## src/rtl/if_pkg.sv

```systemverilog
// rtl/if_pkg.sv - shared fetch-side types and constants
package if_pkg;
    localparam int XLEN = 32;
    localparam logic [XLEN-1:0] NOP_INST = 32'b0;
    localparam logic [XLEN-1:0] PC_STEP  = 32'd4;

    typedef struct packed {
        logic [XLEN-1:0] inst;
        logic [XLEN-1:0] adder1;
    } fetch_entry_t;
endpackage

```

## src/rtl/fetch_fifo.sv

```systemverilog
// rtl/fetch_fifo.sv - prefetch FIFO with registered head, sync clear, simultaneous push/pop
module fetch_fifo
    import if_pkg::*;
#(
    parameter int DEPTH = 2
) (
    input  logic                           clk,
    input  logic                           rst,
    input  logic                           clear,
    input  logic                           push,
    input  fetch_entry_t                   data,
    input  logic                           pop,
    output fetch_entry_t                   head,
    output logic                           full,
    output logic                           empty,
    output logic [$clog2(DEPTH + 1)-1:0]   count
);
    localparam int AW = $clog2(DEPTH);
    localparam int CW = $clog2(DEPTH + 1);

    fetch_entry_t  mem [DEPTH];
    logic [AW-1:0] rd_ptr;
    logic [AW-1:0] wr_ptr;
    logic          do_push;
    logic          do_pop;

    // A push at full is only legal when the head leaves in the same cycle.
    assign do_pop  = pop && !empty && !clear;
    assign do_push = push && !clear && (!full || do_pop);
    assign full    = (count == CW'(DEPTH));
    assign empty   = (count == '0);
    assign head    = mem[rd_ptr];

    always_ff @(posedge clk) begin
        if (do_push) begin
            mem[wr_ptr] <= data;
        end
    end

    always_ff @(posedge clk or posedge rst) begin
        if (rst) begin
            rd_ptr <= '0;
            wr_ptr <= '0;
            count  <= '0;
        end else if (clear) begin
            rd_ptr <= '0;
            wr_ptr <= '0;
            count  <= '0;
        end else begin
            if (do_push) begin
                wr_ptr <= wr_ptr + AW'(1);
            end
            if (do_pop) begin
                rd_ptr <= rd_ptr + AW'(1);
            end
            unique case ({do_push, do_pop})
                2'b10:   count <= count + CW'(1);
                2'b01:   count <= count - CW'(1);
                default: ;
            endcase
        end
    end
endmodule

```

## src/rtl/if_fetch_unit.sv

```systemverilog
// rtl/if_fetch_unit.sv - PC sequencing, imem request/response tracking and IF/ID head; FETCH_PERF_EN adds perf counters
module if_fetch_unit
    import if_pkg::*;
#(
    parameter int          DEPTH           = 2,
    parameter int          MAX_OUTSTANDING = 2,
    parameter logic [31:0] RESET_PC        = 32'h0000_0000
) (
    input  logic            clk,
    input  logic            rst,
    output logic            imem_req,
    output logic [XLEN-1:0] imem_addr,
    input  logic            imem_gnt,
    input  logic            imem_rvalid,
    input  logic [XLEN-1:0] imem_rdata,
    input  logic            branch_taken,
    input  logic [XLEN-1:0] branch_target,
    input  logic            id_ld,
    output logic            if_valid,
    output logic [XLEN-1:0] inst,
    output logic [XLEN-1:0] adder1
`ifdef FETCH_PERF_EN
    ,
    output logic [31:0]     perf_bubble_cnt,
    output logic [31:0]     perf_squash_cnt
`endif
);
    localparam int            CW      = $clog2(DEPTH + 1);
    localparam int            OW      = $clog2(MAX_OUTSTANDING + 1);
    localparam logic [OW-1:0] MAX_OUT = OW'(MAX_OUTSTANDING);

    logic [XLEN-1:0] pc;
    logic [XLEN-1:0] resp_pc;
    logic [OW-1:0]   outstanding;
    logic [OW-1:0]   drop_cnt;
    logic [OW-1:0]   out_next;
    logic [CW-1:0]   fifo_count;
    logic [31:0]     inflight_live;
    logic            fifo_full;
    logic            fifo_empty;
    logic            fire;
    logic            push;
    logic            pop;
    logic            room;
    fetch_entry_t    fifo_head;
    fetch_entry_t    push_entry;

    // Reserve FIFO space for every live request so a response never finds the FIFO full.
    assign inflight_live = 32'(outstanding) - 32'(drop_cnt);
    assign room          = (32'(fifo_count) + inflight_live) < 32'(DEPTH);
    assign imem_req      = !rst && !branch_taken && (outstanding < MAX_OUT) && room;
    assign imem_addr     = pc;
    assign fire          = imem_req && imem_gnt;
    assign push          = imem_rvalid && (drop_cnt == '0) && !branch_taken;
    assign pop           = id_ld && !fifo_empty && !branch_taken;
    assign push_entry    = '{inst: imem_rdata, adder1: resp_pc + PC_STEP};

    always_comb begin
        out_next = outstanding;
        if (fire) begin
            out_next = out_next + OW'(1);
        end
        if (imem_rvalid) begin
            out_next = out_next - OW'(1);
        end
    end

    always_ff @(posedge clk or posedge rst) begin
        if (rst) begin
            pc          <= RESET_PC;
            resp_pc     <= RESET_PC;
            outstanding <= '0;
            drop_cnt    <= '0;
        end else begin
            outstanding <= out_next;
            if (branch_taken) begin
                pc       <= branch_target;
                resp_pc  <= branch_target;
                drop_cnt <= out_next;
            end else begin
                if (fire) begin
                    pc <= pc + PC_STEP;
                end
                if (push) begin
                    resp_pc <= resp_pc + PC_STEP;
                end
                if (imem_rvalid && (drop_cnt != '0)) begin
                    drop_cnt <= drop_cnt - OW'(1);
                end
            end
        end
    end

    fetch_fifo #(.DEPTH(DEPTH)) u_fifo (
        .clk   (clk),
        .rst   (rst),
        .clear (branch_taken),
        .push  (push),
        .data  (push_entry),
        .pop   (pop),
        .head  (fifo_head),
        .full  (fifo_full),
        .empty (fifo_empty),
        .count (fifo_count)
    );

    assign if_valid = !fifo_empty;
    assign inst     = fifo_empty ? NOP_INST : fifo_head.inst;
    assign adder1   = fifo_empty ? NOP_INST : fifo_head.adder1;

    no_overflow: assert property (@(posedge clk) disable iff (rst) !(push && fifo_full && !pop));

`ifdef FETCH_PERF_EN
    logic [32:0] squash_sum;

    assign squash_sum = {1'b0, perf_squash_cnt} + 33'(fifo_count) + 33'(inflight_live);

    always_ff @(posedge clk or posedge rst) begin
        if (rst) begin
            perf_bubble_cnt <= '0;
            perf_squash_cnt <= '0;
        end else begin
            if (id_ld && fifo_empty && (perf_bubble_cnt != '1)) begin
                perf_bubble_cnt <= perf_bubble_cnt + 32'd1;
            end
            if (branch_taken) begin
                perf_squash_cnt <= squash_sum[32] ? '1 : squash_sum[31:0];
            end
        end
    end
`endif
endmodule

```

## config.mk

```make
export PLATFORM = sky130hd
export DESIGN_NAME = if_fetch_unit
export DESIGN_NICKNAME = d
export VERILOG_FILES = /design/src/rtl/if_pkg.sv /design/src/rtl/fetch_fifo.sv /design/src/rtl/if_fetch_unit.sv
export SDC_FILE = /design/constraint.sdc
export NUM_CORES = 1
export LEC_CHECK = 0
export CORE_MARGIN = 2
export CORE_UTILIZATION = 48
export DETAILED_ROUTE_END_ITERATION = 10
export HOLD_SLACK_MARGIN = 0.08
export MAX_ROUTING_LAYER = met4
export PLACE_DENSITY = 0.88
export SETUP_SLACK_MARGIN = 0.5
export SKIP_CTS_REPAIR_TIMING = 1
export SLEW_MARGIN = 40
export SYNTH_ARGS = -nofsm -noshare
export SYNTH_HDL_FRONTEND = slang
export SYNTH_SLANG_ARGS = --single-unit
export TNS_END_PERCENT = 30
```

## constraint.sdc

```tcl
create_clock -name clk -period 5.78 [get_ports clk]
set_input_delay 0.578 -clock clk [delete_from_list [all_inputs] [get_ports clk]]
set_output_delay 0.578 -clock clk [all_outputs]
set_load 0.005 [all_outputs]
```

Word-level counts from Yosys, hierarchy flattened
Memories as Yosys holds them, arrays and structs flattened.
Cells that the tools add are included.
{"block": "totals", "in_bits": 70, "out_inout_bits": 98, "ramBits": 128, "mem_count": 1, "wordCells": 69, "reg_bits": 72}
{"block": "op_classes", "mux": 18, "n_reduce_logical": 27, "n_eq_ne": 3, "magnitude_cmp": 2, "add_sub_neg": 11}
{"memory": "u_fifo.mem", "depth": 2, "width": 64, "rd": 1, "rd_clocked_by_memory_dff": 0, "write_ports": 1, "line_no": "fetch_fifo.sv:21", "rtl": "fetch_entry_t mem [DEPTH];"}
{"operator": "2-to-1 mux 32 bit", "count": 6}
{"operator": "adder 32 x 3 -> 32 bit, second input constant", "count": 2}
{"operator": "< comparator 32 x 2 -> 1 bit, second input constant", "count": 1}
{"operator": "logical AND 1 bit", "count": 13}
{"operator": "nonzero test 2 bit", "count": 6}
{"operator": "2-to-1 mux 2 bit", "count": 5}
{"operator": "2-to-1 mux 1 bit", "count": 6}
{"operator": "subtractor 2 x 1 -> 2 bit, second input constant", "count": 3}
{"operator": "adder 2 x 1 -> 2 bit, second input constant", "count": 2}
{"operator": "adder 3 x 3 -> 4 bit", "count": 1}
{"operator": "== test 2 bit, second input constant", "count": 2}
{"operator": "logical NOT 1 bit", "count": 4}
{"operator": "logical NOT 2 bit", "count": 2}
{"operator": "one-hot mux 2 bit (2 select lines)", "count": 1}
{"operator": "nonzero test 3 bit", "count": 1}
{"operator": "subtractor 2 x 2 -> 3 bit", "count": 1}
{"operator": "adder 1 bit, second input constant", "count": 2}
{"operator": "== test 2 x 1 -> 1 bit, second input constant", "count": 1}
{"operator": "< comparator 2 bit, second input constant", "count": 1}
{"operator": "logical OR 1 bit", "count": 1}

Longest topological paths before layout
{"block": "logic_depth", "word_depth": 11, "mapped_depth": 12, "ltp_nobuf": 10}

Modules after synthesis
Synthesis repeated with hierarchy kept, for this count alone.
{"block": "unflattened", "hier_cells": 775, "hier_area_um2": 9671.8}
{"module": "fetch_fifo", "area_each_um2": 4888.4, "seq_area_each_um2": 3943.8, "cells_each": 227, "instances": 1}
{"module": "if_fetch_unit", "area_each_um2": 4783.3, "seq_area_each_um2": 1701.6, "cells_each": 548, "instances": 1}

Worst setup path before layout
OpenSTA, ideal clock, no wires.
{"block": "synth_timing", "path_type": "register to register", "start": "register drop_cnt[0]", "end": "memory u_fifo.mem[1][0] (netlist bit), enable pin", "arrival_time_ns": 5.704, "setup_slack_ns": -0.502, "synth_period_minus_slack_ns": 6.282, "stages_incl_launch_ff": 7, "n_path_buf": 1, "required_time_ns": 5.202, "setup_ns": 0.578, "path_cell_list": "dfrtp_1 inv_1 ha_1 and2_1 buf_2 o31ai_1 nor3b_1"}
{"block": "synth_between", "elab_chain_len": 7}
{"element": "start, declared", "line_no": "if_fetch_unit.sv:35", "rtl": "logic [OW-1:0] drop_cnt;"}
{"element": "start signal, assigned", "line_no": "if_fetch_unit.sv:79", "rtl": "drop_cnt <= out_next;"}
{"element": "start signal, assigned", "line_no": "if_fetch_unit.sv:88", "rtl": "drop_cnt <= drop_cnt - OW'(1);"}
{"element": "logical NOT 2 bit", "line_no": "if_fetch_unit.sv:54", "rtl": "assign push = imem_rvalid && (drop_cnt == '0) && !branch_taken;"}
{"element": "logical AND 1 bit (2 in a row)", "line_no": "if_fetch_unit.sv:54"}
{"element": "logical AND 1 bit (2 in a row)", "line_no": "fetch_fifo.sv:29", "rtl": "assign do_push = push && !clear && (!full || do_pop);"}
{"element": "2-to-1 mux 1 bit", "line_no": "fetch_fifo.sv:35", "rtl": "if (do_push) begin"}
{"element": "2-to-1 mux 1 bit (not written as such)", "line_no": "fetch_fifo.sv:36", "rtl": "mem[wr_ptr] <= data;"}
{"element": "end, declared", "line_no": "fetch_fifo.sv:21"}
No other way between the ends.

Worst setup path in the final report
{"block": "layout_timing", "start": "register drop_cnt[0]", "end": "output imem_req"}
{"block": "layout_between", "elab_chain_len": 4}
{"element": "subtractor 2 x 2 -> 3 bit", "line_no": "if_fetch_unit.sv:49", "rtl": "assign inflight_live = 32'(outstanding) - 32'(drop_cnt);"}
{"element": "adder 3 x 3 -> 4 bit", "line_no": "if_fetch_unit.sv:50", "rtl": "assign room = (32'(fifo_count) + inflight_live) < 32'(DEPTH);"}
{"element": "< comparator 32 x 2 -> 1 bit", "line_no": "if_fetch_unit.sv:50"}
{"element": "logical AND 1 bit", "line_no": "if_fetch_unit.sv:51", "rtl": "assign imem_req = !rst && !branch_taken && (outstanding < MAX_OUT) && room;"}
{"element": "end, declared", "line_no": "if_fetch_unit.sv:11", "rtl": "output logic imem_req,"}
No other way between the ends.

==> results.txt <==
The run finished with clean final reports. The share of the yosys chip area belonging to registers came out at 0.599. The post-route total power is around 3.9 mW. In this run the number of H-tree levels came out at 4. The placed instances occupy a cell area of 11300 sq um. The final hold slack came out at ~0.48 ns. The share of final-layout standard cells stronger than drive strength 1 is 0.0833. The routability congestion estimate is just over 0.9. The number of antenna violations at the first check in global routing is 0.

The peak fanout along the critical path is 11. In this run, the number of DRC markers left after iteration 0 of detailed routing was 458. Compared with the post-synthesis result, the final layout area differs by 26.5%.

In the synthesized netlist the dominant register cell turns out to be edfxtp_1. The average instance area after synthesis is 12.2 sq um. The count of standard-cell rows is just over 50. The worst setup path is captured at an output pin. TritonCTS created 17 clock buffers. OpenSTA, run right after detailed placement, puts the worst setup slack at between 2 and 2.5 ns. The global routing usage summed across all routing layers is 0.209. The sequential cells in the finished layout cover a total of 5650 sq um.

The data arrival time at the worst-slack endpoint is around 3.3 ns. The worst setup slack after layout is around 1.9 ns. The met1 demand-to-capacity share in global routing is 0.274. The first global-routing pass estimated 32500 um of wire. The area used by multi-input combinational logic came out at ~3500 sq um. The number of setup violations in the final report is 0.

The maximum count of clock buffers along a single path is 2. The antenna diode count is 0. The most frequent standard cell in the layout excluding fill and tap cells is clkdlybuf4s50_1. The cell at the slowest stage of the critical path is clkdlybuf4s50_1.

The met3 capacity usage during global routing came out at 0.0391. The max-slew violation total from the final report came to 0. In the routed design, unresolved DRC markers number 0. After detailed routing, the total wire length is around 21000 um. In this run, placement finished with an instance count of approximately 1200.

The number of enable-type register cells in the synthesized netlist is 128. Leaving out fill and tap cells, the most frequent cells in the layout are clkdlybuf4s50_1 (166), edfxtp_1 (128), nor2_1 (93), dfrtp_1 (71), mux2i_1 (66). The worst-case vdd ir drop is about 0.23 mV. Leaving out filler cells and counting taps, the final layout contains around 1200. In this run the power density over the cells is 328 nW/um^2.

The number of clock sinks is 200. The area of the core region is 19400 sq um. The total number of yosys warnings came out at 0.

The critical path startpoint is drop_cnt[0]$_DFFE_PP0P_. The final layout contains between 1000 and 1500 nets. In this run the tightest slew margin relative to its limit is 0.471. The final global-route overflow total came out at 0. The reg-to-reg startpoint is drop_cnt[0]$_DFFE_PP0P_. After clock tree synthesis, the clock-pin slew on the worst setup and hold paths is approximately 0.070 ns. The post-route standard cell area excluding fillers came out at about 12000 sq um. For the finished layout, the period the worst path requires is about 3.9 ns. The filler cell count in the final layout is ~1500. The share of the core filled with cells in the final layout came out at 0.615. The HPWL after detailed placement is between 10000 and 15000 um. The detail route stage leaves a number of antenna-violating nets equal to 0. The count of maximum capacitance violations is 0. The worst hold-check path type is reg -> reg. The final routed wire length divided by cell count came out at between 15 and 20 um. By startpoint and endpoint, the worst setup path is classified as reg -> out.

The initial standard-cell utilization of the core is 0.486. The sum of negative setup slack came out at 0 ns. The post-route clock skew is about 0.0097 ns. The leakage component of the power is between 4 and 5 nW. The die extent in x came out at ~140 um.

The synthesized area is between 9000 and 10000 sq um. Walking the worst path, the cells encountered are ha_1 > fa_1 > inv_1 > fa_1 > xor2_1 > nor3_1 > buf_4 > o311a_1 > clkdlybuf4s50_1. The per-cell via count in the routed design came out at ~5.5.

Data on the critical path is required at its endpoint by between 5 and 6 ns. The clock tree from TritonCTS is yes. The number of I/O pins came out at 168. The number of nets in the synthesized netlist is 848. Synthesis inferred 200 register bits. The global routing stage identified its most utilized layer as met2. The worst setup path is launched from a flop. In this run the clock root is driven by a clkbuf_16. The routing usage on met2 is 0.331. The upper clock frequency limit came out at between 200 and 300 MHz. The part of the cycle the worst path needs is 0.672.

After synthesis, the share of flip-flops with an asynchronous set or reset is 0.360. The delay of the slowest cell on the worst path came out at approximately 0.5 ns. At the pin with the least slew margin, the transition time is 0.793 ns. Setup repair after global routing left no endpoint under its margin. The worst-skew pair later-pin latency came out at ~0.43 ns. In this design, the critical path's most frequently occurring cell is fa_1. The kind of cell with the highest combined delay along the critical path is adder cells. The number of global-route vias before repair came out at 6399. The origin of the worst min-delay path is resp_pc[0]$_DFFE_PP0P_. The chip height came out at about 140 um. The number of buffers and inverters on the critical path is 3. The area enclosed by the die boundary came out at 20800 sq um. The pin count of the biggest net entering global routing came out at 73. The number of I/O port buffers is between 150 and 200. The length of the first detailed-routing pass in iterations came out at 5. The cell count after synthesis came out at 771. Counting distinct cell types in the post-synthesis netlist gives 60. The number of hold violations in the final report is 0. The routed layout has between 6000 and 7000 vias.
[logic make-up (layout without fill, tap and decap cells)]
logic type | Yosys count | count (layout) | share of synthesized area
buffers and inverters | 64 | 229 | 0.0301
XOR/XNOR | 71 | 71 | 0.0659
multiplexers | 84 | 84 | 0.0915
flip-flops | 200 | 200 | 0.599
adder cells (fa/ha/maj) | 7 | 7 | 0.0109
AND/OR/NAND/NOR | 262 | 262 | 0.141
AO/OA/AOI/OAI | 83 | 83 | 0.0618
[Yosys cell counts (all sizes together), types with 4 or more instances]
cell type  instances  area (sq um)
inv               21          78.8
clkbuf            20          75.1
o31a               4          35.0
a211oi             5          37.5
mux2i             66           661
nor2              95           359
xor2              33           289
and4               5          43.8
nand4             27           181
o211ai            10          75.1
nor4               7          95.1
and3              12          75.1
nand2             53           206
o21ai             33           165
dfrtp             72          1800
nand3             35           190
and2               4          25.0
ha                 5          62.6
a21oi              7          35.0
mux2              18           203
o311ai             9          96.4
edfxtp           128          3840
xnor2             38           333
nor3              13          75.1
buf               23           130
[cell type report]
class / count / share of cell area
Inverter: 21 / 0.00661
Clock inverter: 12 / 0.0132
Multi-Input combinational cell: 507 / 0.295
Sequential cell: 200 / 0.473
Tap cell: 265 / 0.0278
Timing Repair Buffer: 177 / 0.147
Clock buffer: 19 / 0.0363
[registers in the layout, summed over array words and instances (netlist names)]
signal         cells
drop_cnt           2
imem_addr         32
outstanding        2
resp_pc           32
u_fifo.count       2
u_fifo.mem       128
u_fifo.rd_ptr      1
u_fifo.wr_ptr      1
[final timing paths]
kind,slack [ns],depth (start not counted),end
worst max-delay path,1.90,9,imem_req
worst min-delay path,0.48,0,u_fifo.mem[1][0]$_DFFE_PP_
worst max register to register,2.40,9,imem_addr[31]$_DFFE_PP0P_
worst min register to register,0.48,0,u_fifo.mem[1][0]$_DFFE_PP_
max in group asynchronous,4.63,3,u_fifo.rd_ptr$_DFFE_PP0P_
min in group asynchronous,0.66,3,outstanding[0]$_DFF_PP0_
[layer usage]
layer | vias to the layer above | share of wire
li1 | 3103 | -
met4 | 0 | 0.020
met5 | - | 0
met3 | 30 | 0.071
met2 | 287 | 0.47
met1 | 3139 | 0.43
[report_power, final]
group / switching, mW / internal [mW]
sequential: 0.123 / 1.68
combinational: 0.473 / 0.444
clock: 0.482 / 0.713
[worst reg2reg max path: stages, from the launching register on]
cell     delay (ns)
dfrtp_1        0.41
ha_1           0.20
fa_1           0.48
inv_1          0.06
fa_1           0.43
nor2_1         0.30
o311a_1        0.51
nand2_4        0.19
nor4_2         0.33
mux2_2         0.36
(Power assumes the default switching activity.)
